[src/rtl/nasti_lite_write_arbiter_if.sv]
// nasti_lite_write_arbiter_if: upstream per-master and downstream shared NASTI-lite write channels.
// Master m occupies slice m of every packed m_* vector.
interface nasti_lite_write_arbiter_if #(
    parameter int NUM_MASTERS = 2,
    parameter int ID_WIDTH    = 1,
    parameter int ADDR_WIDTH  = 8,
    parameter int DATA_WIDTH  = 32,
    parameter int USER_WIDTH  = 1
);
    localparam int MI = $clog2(NUM_MASTERS);
    localparam int AW = ID_WIDTH + ADDR_WIDTH + 11 + USER_WIDTH;
    localparam int WW = DATA_WIDTH + DATA_WIDTH / 8 + USER_WIDTH;
    localparam int BW = ID_WIDTH + 2 + USER_WIDTH;

    logic [NUM_MASTERS*AW-1:0] m_aw_payload;
    logic [NUM_MASTERS-1:0]    m_aw_valid;
    logic [NUM_MASTERS-1:0]    m_aw_ready;
    logic [NUM_MASTERS*WW-1:0] m_w_payload;
    logic [NUM_MASTERS-1:0]    m_w_valid;
    logic [NUM_MASTERS-1:0]    m_w_ready;
    logic [NUM_MASTERS*BW-1:0] m_b_payload;
    logic [NUM_MASTERS-1:0]    m_b_valid;
    logic [NUM_MASTERS-1:0]    m_b_ready;
    logic [MI+AW-1:0]          s_aw_payload;
    logic                      s_aw_valid;
    logic                      s_aw_ready;
    logic [WW-1:0]             s_w_payload;
    logic                      s_w_valid;
    logic                      s_w_ready;
    logic [MI+BW-1:0]          s_b_payload;
    logic                      s_b_valid;
    logic                      s_b_ready;

    modport slave (
        input  m_aw_payload, m_aw_valid, m_w_payload, m_w_valid, m_b_ready,
        output m_aw_ready, m_w_ready, m_b_payload, m_b_valid,
        output s_aw_payload, s_aw_valid, s_w_payload, s_w_valid, s_b_ready,
        input  s_aw_ready, s_w_ready, s_b_payload, s_b_valid
    );

    modport master (
        output m_aw_payload, m_aw_valid, m_w_payload, m_w_valid, m_b_ready,
        input  m_aw_ready, m_w_ready, m_b_payload, m_b_valid,
        input  s_aw_payload, s_aw_valid, s_w_payload, s_w_valid, s_b_ready,
        output s_aw_ready, s_w_ready, s_b_payload, s_b_valid
    );
endinterface

[src/rtl/nasti_lite_write_arbiter.sv]
// nasti_lite_write_arbiter: round-robin sharing of one NASTI-lite write port, AW+W held as a pair,
// B routed back by index bits prepended to the downstream ID, per-master outstanding-write cap.
module nasti_lite_write_arbiter #(
    parameter int NUM_MASTERS     = 2,
    parameter int ID_WIDTH        = 1,
    parameter int ADDR_WIDTH      = 8,
    parameter int DATA_WIDTH      = 32,
    parameter int USER_WIDTH      = 1,
    parameter int MAX_OUTSTANDING = 4
) (
    input logic clk,
    input logic rst,
    nasti_lite_write_arbiter_if.slave bus
);
    localparam int MI = $clog2(NUM_MASTERS);
    localparam int AW = ID_WIDTH + ADDR_WIDTH + 11 + USER_WIDTH;
    localparam int WW = DATA_WIDTH + DATA_WIDTH / 8 + USER_WIDTH;
    localparam int BW = ID_WIDTH + 2 + USER_WIDTH;
    localparam int CW = $clog2(MAX_OUTSTANDING + 1);

    if (DATA_WIDTH != 32 && DATA_WIDTH != 64) begin : g_bad_width
        $fatal(1, "nasti_lite_write_arbiter: DATA_WIDTH must be 32 or 64");
    end

    typedef enum logic [1:0] {IDLE, ADDR, DATA} state_t;

    state_t                 r_state;
    logic [MI-1:0]          r_grant;
    logic [MI-1:0]          r_rr_ptr;
    logic [CW-1:0]          r_cnt [NUM_MASTERS];
    logic [NUM_MASTERS-1:0] w_elig;
    logic [NUM_MASTERS-1:0] w_b_hs;
    logic [MI-1:0]          w_pick;
    logic [MI-1:0]          w_b_idx;
    logic                   w_found;
    logic                   w_addr;
    logic                   w_data;
    logic                   w_aw_hs;
    logic                   w_w_hs;
    logic                   w_b_ok;

    // Channel enables are masked by rst so nothing leaks while reset is held.
    assign w_addr = !rst && r_state == ADDR;
    assign w_data = !rst && r_state == DATA;

    assign bus.s_aw_valid   = w_addr && bus.m_aw_valid[r_grant];
    assign bus.s_aw_payload = {r_grant, bus.m_aw_payload[r_grant*AW +: AW]};
    assign bus.s_w_valid    = w_data && bus.m_w_valid[r_grant];
    assign bus.s_w_payload  = bus.m_w_payload[r_grant*WW +: WW];
    assign w_aw_hs          = bus.s_aw_valid && bus.s_aw_ready;
    assign w_w_hs           = bus.s_w_valid && bus.s_w_ready;

    // Out-of-range indices are swallowed so a stray response cannot stall the downstream port.
    assign w_b_idx          = bus.s_b_payload[MI+BW-1 -: MI];
    assign w_b_ok           = {1'b0, w_b_idx} < (MI+1)'(NUM_MASTERS);
    assign bus.s_b_ready    = w_b_ok ? bus.m_b_ready[w_b_idx] : 1'b1;
    assign bus.m_b_payload  = {NUM_MASTERS{bus.s_b_payload[BW-1:0]}};
    assign w_b_hs           = bus.m_b_valid & bus.m_b_ready;

    genvar i;
    for (i = 0; i < NUM_MASTERS; i++) begin : g_elig
        assign w_elig[i] = bus.m_aw_valid[i] && r_cnt[i] < CW'(MAX_OUTSTANDING);
    end

    always_comb begin
        bus.m_aw_ready = '0;
        bus.m_w_ready  = '0;
        bus.m_b_valid  = '0;
        bus.m_aw_ready[r_grant] = w_addr && bus.s_aw_ready;
        bus.m_w_ready[r_grant]  = w_data && bus.s_w_ready;
        if (w_b_ok) bus.m_b_valid[w_b_idx] = bus.s_b_valid;
    end

    always_comb begin
        w_found = 1'b0;
        w_pick  = r_rr_ptr;
        for (int k = 0; k < NUM_MASTERS; k++) begin
            if (!w_found && w_elig[(int'(r_rr_ptr) + k) % NUM_MASTERS]) begin
                w_found = 1'b1;
                w_pick  = MI'((int'(r_rr_ptr) + k) % NUM_MASTERS);
            end
        end
    end

    always_ff @(posedge clk) begin
        if (rst) begin
            r_state  <= IDLE;
            r_grant  <= '0;
            r_rr_ptr <= '0;
            for (int k = 0; k < NUM_MASTERS; k++) r_cnt[k] <= '0;
        end else begin
            case (r_state)
                IDLE: if (w_found) begin
                    r_grant <= w_pick;
                    r_state <= ADDR;
                end
                ADDR: if (w_aw_hs) r_state <= DATA;
                DATA: if (w_w_hs) begin
                    r_rr_ptr <= (r_grant == MI'(NUM_MASTERS - 1)) ? '0 : r_grant + 1'b1;
                    r_state  <= IDLE;
                end
                default: r_state <= IDLE;
            endcase
            // Simultaneous issue and response cancel; a response at zero saturates.
            for (int k = 0; k < NUM_MASTERS; k++) begin
                if (w_aw_hs && r_grant == MI'(k) && !w_b_hs[k])
                    r_cnt[k] <= r_cnt[k] + 1'b1;
                else if (w_b_hs[k] && !(w_aw_hs && r_grant == MI'(k)) && r_cnt[k] != '0)
                    r_cnt[k] <= r_cnt[k] - 1'b1;
            end
        end
    end
endmodule

[src/flat_wrapper.sv]
// flat-port wrapper written by rule: the top's interface ports become plain ports
module nasti_lite_write_arbiter_flat 
#(
    parameter int NUM_MASTERS     = 2,
    parameter int ID_WIDTH        = 1,
    parameter int ADDR_WIDTH      = 8,
    parameter int DATA_WIDTH      = 32,
    parameter int USER_WIDTH      = 1,
    parameter int MAX_OUTSTANDING = 4
)
  (clk, rst, bus_m_aw_payload, bus_m_aw_valid, bus_m_w_payload, bus_m_w_valid, bus_m_b_ready, bus_m_aw_ready, bus_m_w_ready, bus_m_b_payload, bus_m_b_valid, bus_s_aw_payload, bus_s_aw_valid, bus_s_w_payload, bus_s_w_valid, bus_s_b_ready, bus_s_aw_ready, bus_s_w_ready, bus_s_b_payload, bus_s_b_valid);
  nasti_lite_write_arbiter_if #(.NUM_MASTERS(NUM_MASTERS), .ID_WIDTH(ID_WIDTH), .ADDR_WIDTH(ADDR_WIDTH), .DATA_WIDTH(DATA_WIDTH), .USER_WIDTH(USER_WIDTH)) bus_i ();
  input logic clk;
  input logic rst;
  input wire logic [$bits(bus_i.m_aw_payload)-1:0] bus_m_aw_payload;
  input wire logic [$bits(bus_i.m_aw_valid)-1:0] bus_m_aw_valid;
  input wire logic [$bits(bus_i.m_w_payload)-1:0] bus_m_w_payload;
  input wire logic [$bits(bus_i.m_w_valid)-1:0] bus_m_w_valid;
  input wire logic [$bits(bus_i.m_b_ready)-1:0] bus_m_b_ready;
  output wire logic [$bits(bus_i.m_aw_ready)-1:0] bus_m_aw_ready;
  output wire logic [$bits(bus_i.m_w_ready)-1:0] bus_m_w_ready;
  output wire logic [$bits(bus_i.m_b_payload)-1:0] bus_m_b_payload;
  output wire logic [$bits(bus_i.m_b_valid)-1:0] bus_m_b_valid;
  output wire logic [$bits(bus_i.s_aw_payload)-1:0] bus_s_aw_payload;
  output wire logic [$bits(bus_i.s_aw_valid)-1:0] bus_s_aw_valid;
  output wire logic [$bits(bus_i.s_w_payload)-1:0] bus_s_w_payload;
  output wire logic [$bits(bus_i.s_w_valid)-1:0] bus_s_w_valid;
  output wire logic [$bits(bus_i.s_b_ready)-1:0] bus_s_b_ready;
  input wire logic [$bits(bus_i.s_aw_ready)-1:0] bus_s_aw_ready;
  input wire logic [$bits(bus_i.s_w_ready)-1:0] bus_s_w_ready;
  input wire logic [$bits(bus_i.s_b_payload)-1:0] bus_s_b_payload;
  input wire logic [$bits(bus_i.s_b_valid)-1:0] bus_s_b_valid;
  assign bus_i.m_aw_payload = bus_m_aw_payload;
  assign bus_i.m_aw_valid = bus_m_aw_valid;
  assign bus_i.m_w_payload = bus_m_w_payload;
  assign bus_i.m_w_valid = bus_m_w_valid;
  assign bus_i.m_b_ready = bus_m_b_ready;
  assign bus_m_aw_ready = bus_i.m_aw_ready;
  assign bus_m_w_ready = bus_i.m_w_ready;
  assign bus_m_b_payload = bus_i.m_b_payload;
  assign bus_m_b_valid = bus_i.m_b_valid;
  assign bus_s_aw_payload = bus_i.s_aw_payload;
  assign bus_s_aw_valid = bus_i.s_aw_valid;
  assign bus_s_w_payload = bus_i.s_w_payload;
  assign bus_s_w_valid = bus_i.s_w_valid;
  assign bus_s_b_ready = bus_i.s_b_ready;
  assign bus_i.s_aw_ready = bus_s_aw_ready;
  assign bus_i.s_w_ready = bus_s_w_ready;
  assign bus_i.s_b_payload = bus_s_b_payload;
  assign bus_i.s_b_valid = bus_s_b_valid;
  nasti_lite_write_arbiter #(.NUM_MASTERS(NUM_MASTERS), .ID_WIDTH(ID_WIDTH), .ADDR_WIDTH(ADDR_WIDTH), .DATA_WIDTH(DATA_WIDTH), .USER_WIDTH(USER_WIDTH), .MAX_OUTSTANDING(MAX_OUTSTANDING)) u_core (.clk(clk), .rst(rst), .bus(bus_i));
endmodule
[config.mk]
export PLATFORM = sky130hd
export DESIGN_NAME = nasti_lite_write_arbiter_flat
export DESIGN_NICKNAME = d
export VERILOG_FILES = /design/src/rtl/nasti_lite_write_arbiter_if.sv /design/src/rtl/nasti_lite_write_arbiter.sv /design/src/flat_wrapper.sv
export SDC_FILE = /design/constraint.sdc
export NUM_CORES = 1
export LEC_CHECK = 0
export ABC_AREA = 1
export CAP_MARGIN = 20
export CORE_ASPECT_RATIO = 0.9
export CORE_MARGIN = 2
export CORE_UTILIZATION = 27
export CTS_CLUSTER_DIAMETER = 50
export DETAILED_ROUTE_END_ITERATION = 8
export GPL_TIMING_DRIVEN = 0
export PLACE_DENSITY = 0.87
export SYNTH_ARGS = -nofsm -noshare
export SYNTH_HDL_FRONTEND = slang
export SYNTH_SLANG_ARGS = --single-unit
[constraint.sdc]
create_clock -name clk -period 4.86 [get_ports clk]
set_clock_uncertainty 0.05 [all_clocks]
set_input_delay 0.486 -clock clk [delete_from_list [all_inputs] [get_ports clk]]
set_output_delay 0.486 -clock clk [all_outputs]
set_load 0.03 [all_outputs]
==> summary.txt <==
Logic synthesis
  • Top cell type's share of synthesized area: 48.8%
  • Yosys warns: 0
  • Syn_nets: 447
  • Synth Instances: 311
  • Post-synth EDFFs: 6
  • Number of synthesized register bits: 10
  • Seq/Total Area, Yosys: 16.7%
  • Ranking of synthesized cells by area: nand2_1 49%, edfxtp_1 12%, inv_1 5.3%, dfxtp_1 5.2%, buf_4 4.8%
  • Leading register cell type out of synthesis: edfxtp_1
  • Yosys cell types: 21
  • Top-count cell post-synth: nand2_1
  • Commonest cells in the netlist: 202 x nand2_1, 22 x inv_1, 18 x nor2_1, 11 x clkbuf_1, 10 x buf_4
  • Ys async rst share: 0%
  • Yosys top cell by area: nand2_1
  • Syn Area/Cell: 5.00 um2
  • Mapped Area: 0.00155 mm2

Global routing
  • Global Route Usage Sum: 21.9%
  • Initial antenna violation count: 0
  • Vias in the first global route: 2491
  • GR Overflow Total: 0
  • Pin count of the biggest net entering global routing: 11
  • First-pass GRT wire length: 11.6 mm

Power
  • Tot Pwr: 642 uW
  • Leakage: 0.00178 uW
  • Max VDD drop: 0.0000963 V
  • Pwr Density: 172 mW/mm2

Route
  • Vias: 2562
  • Drt initial violations: 122
  • WL/cell: 12.2 um
  • Post-route ant nets: 0
  • First drt pass iteration count: 5
  • Final wirelength: 7.17 mm
  • Vias per cell: 4.36
  • Post-route DRC: 0

Clock network
  • Clk_lat worst skew: 0.24 ns
  • Clk slew on worst S/H paths: 0.05 ns
  • Max clock buf depth: 2
  • Num CTS Buffers: 3
  • H-tree levels: 1
  • Post-CTS setup repair buffer count: 0
  • Cts-stage hold buffer count: 0
  • Clock Sinks: 10
  • Clk root buf: clkbuf_8
  • CTS tree: yes
  • CTS-repair resized insts: 0

Floorplan
  • Cell Rows: 26
  • Io pins: 208
  • Initial Util: 27.6%
  • Die ar.: 0.00638 mm2
  • Die height: 76.0 um
  • Die W: 84.0 um
  • Core footprint: 0.00563 mm2

Finish
  • P&R area growth vs syn: 140%
  • Layout cells sized above 1: 5.02%
  • Diode count: 0
  • Layout Nets: 655
  • Filler cells: 482

Timing
  • Rel. slew slack: 70.8%
  • FMAX: 0.351 GHz
  • Slew Limit Fails: 0
  • Unrepaired setup endpoints after global routing: false
  • Setup TNS: 0 ns
  • Worst-Margin Slew: 0.438 ns
  • Tcrit/Tclk final: 58.6%
  • Hold Violations, Final: 0
  • Clock period minus worst slack: 2.85 ns
  • # setup viols final: 0

Critical path
  • CP endpoint kind: output pin
  • Crit path required time: 4.32 ns
  • Crit path DAT: 2.31 ns
  • Crit Path Category: in -> out
  • Worst Path Max Fanout: 7
  • Worst Setup Start Kind: input port

Placement
  • HPWL after DPL: 6.35 mm
  • Placer Congestion: 0.829
  • Port Buffers: 203

Run
  • Max cap viols: 0

Hold path
  • Hold crit path type: reg -> reg

Run status
  • Outcome: finished clean
## worst max-delay path: stages
cell and delay, ns:
clkdlybuf4s50_1 0.54, inv_2 0.18, nand3_2 0.12, nor2_4 0.14
inv_1 0.07, nor2_1 0.09, clkdlybuf4s50_1 0.68
## power breakdown
part	switching (uW)	internal, uW
registers	4.91	95.9
logic	220	215
clock network	34.2	71.3
## logic make-up after synthesis
logic type	after synthesis	synth area share (%)
AO/OA/AOI/OAI	8	2.58
adder cells (fa/ha/maj)	4	3.70
AND/OR/NAND/NOR	238	61.2
XOR/XNOR	3	1.69
buffers and inverters	48	14.1
flip-flops	10	16.7
## final cells by class
type                    instances  area, um2  area share [%]
flip-flops and latches         10        260            6.98
multi-input cells             253       1070            28.8
clock buffers                   4       55.1            1.48
plain buffers                  22        121            3.26
well taps                      70       87.6            2.35
repair buffers                203       2030            54.5
inverters                      26       97.6            2.62
## state kept, by name, indices dropped and copies added (netlist names)
name,count
u_core.r_cnt,6
u_core.r_grant,1
u_core.r_rr_ptr,1
u_core.r_state,2
## placed cells by master, fill, tap and decap left out, drive strengths merged
master / n
a21oi: 5
buf: 11
clkbuf: 15
clkdlybuf4s50: 203
dfxtp: 4
edfxtp: 6
fa: 1
ha: 3
inv: 26
nand2: 205
nand3: 12
nand4: 2
nor2: 19
o21ai: 3
xnor2: 1
xor2: 2
## path summary, 6_finish.rpt
kind	startpoint	to	slack [ns]	depth (start not counted)
worst min register to register	u_core.r_rr_ptr$_SDFFE_PP0P_	u_core.r_rr_ptr$_SDFFE_PP0P_	0.41	2
worst min-delay path	u_core.r_rr_ptr$_SDFFE_PP0P_	u_core.r_rr_ptr$_SDFFE_PP0P_	0.41	2
worst max-delay path	rst	bus_m_aw_ready[0]	2.01	7
worst max register to register	u_core.r_cnt[0][2]$_SDFFCE_PN0P_	u_core.r_cnt[0][2]$_SDFFCE_PN0P_	2.84	12
## through the flow
stage / instances / worst slack [ns] / hold slack (ns) / cell area, um2 / utilization (%)
after floorplan: 311 / 2.87 / 0.383 / 1550 / -
after global placement: 584 / 2.03 / 0.402 / 3670 / 65.3
after detailed placement: 584 / 2.01 / 0.407 / 3670 / 65.3
after CTS: 588 / 2.01 / 0.414 / 3730 / 66.3
after global routing: 588 / 1.86 / 0.462 / 3730 / 66.3
final: 588 / 2.01 / 0.409 / 3730 / 66.3
## per-layer routing
metal,vias to the layer above,track usage [%],share of wire [%]
met3,17,4.88,8.2
met5,-,0,0
met1,1082,23.2,38
met4,0,7.58,2.6
li1,1337,-,-
met2,126,42.2,51
Power figures use the tool's default switching activity.
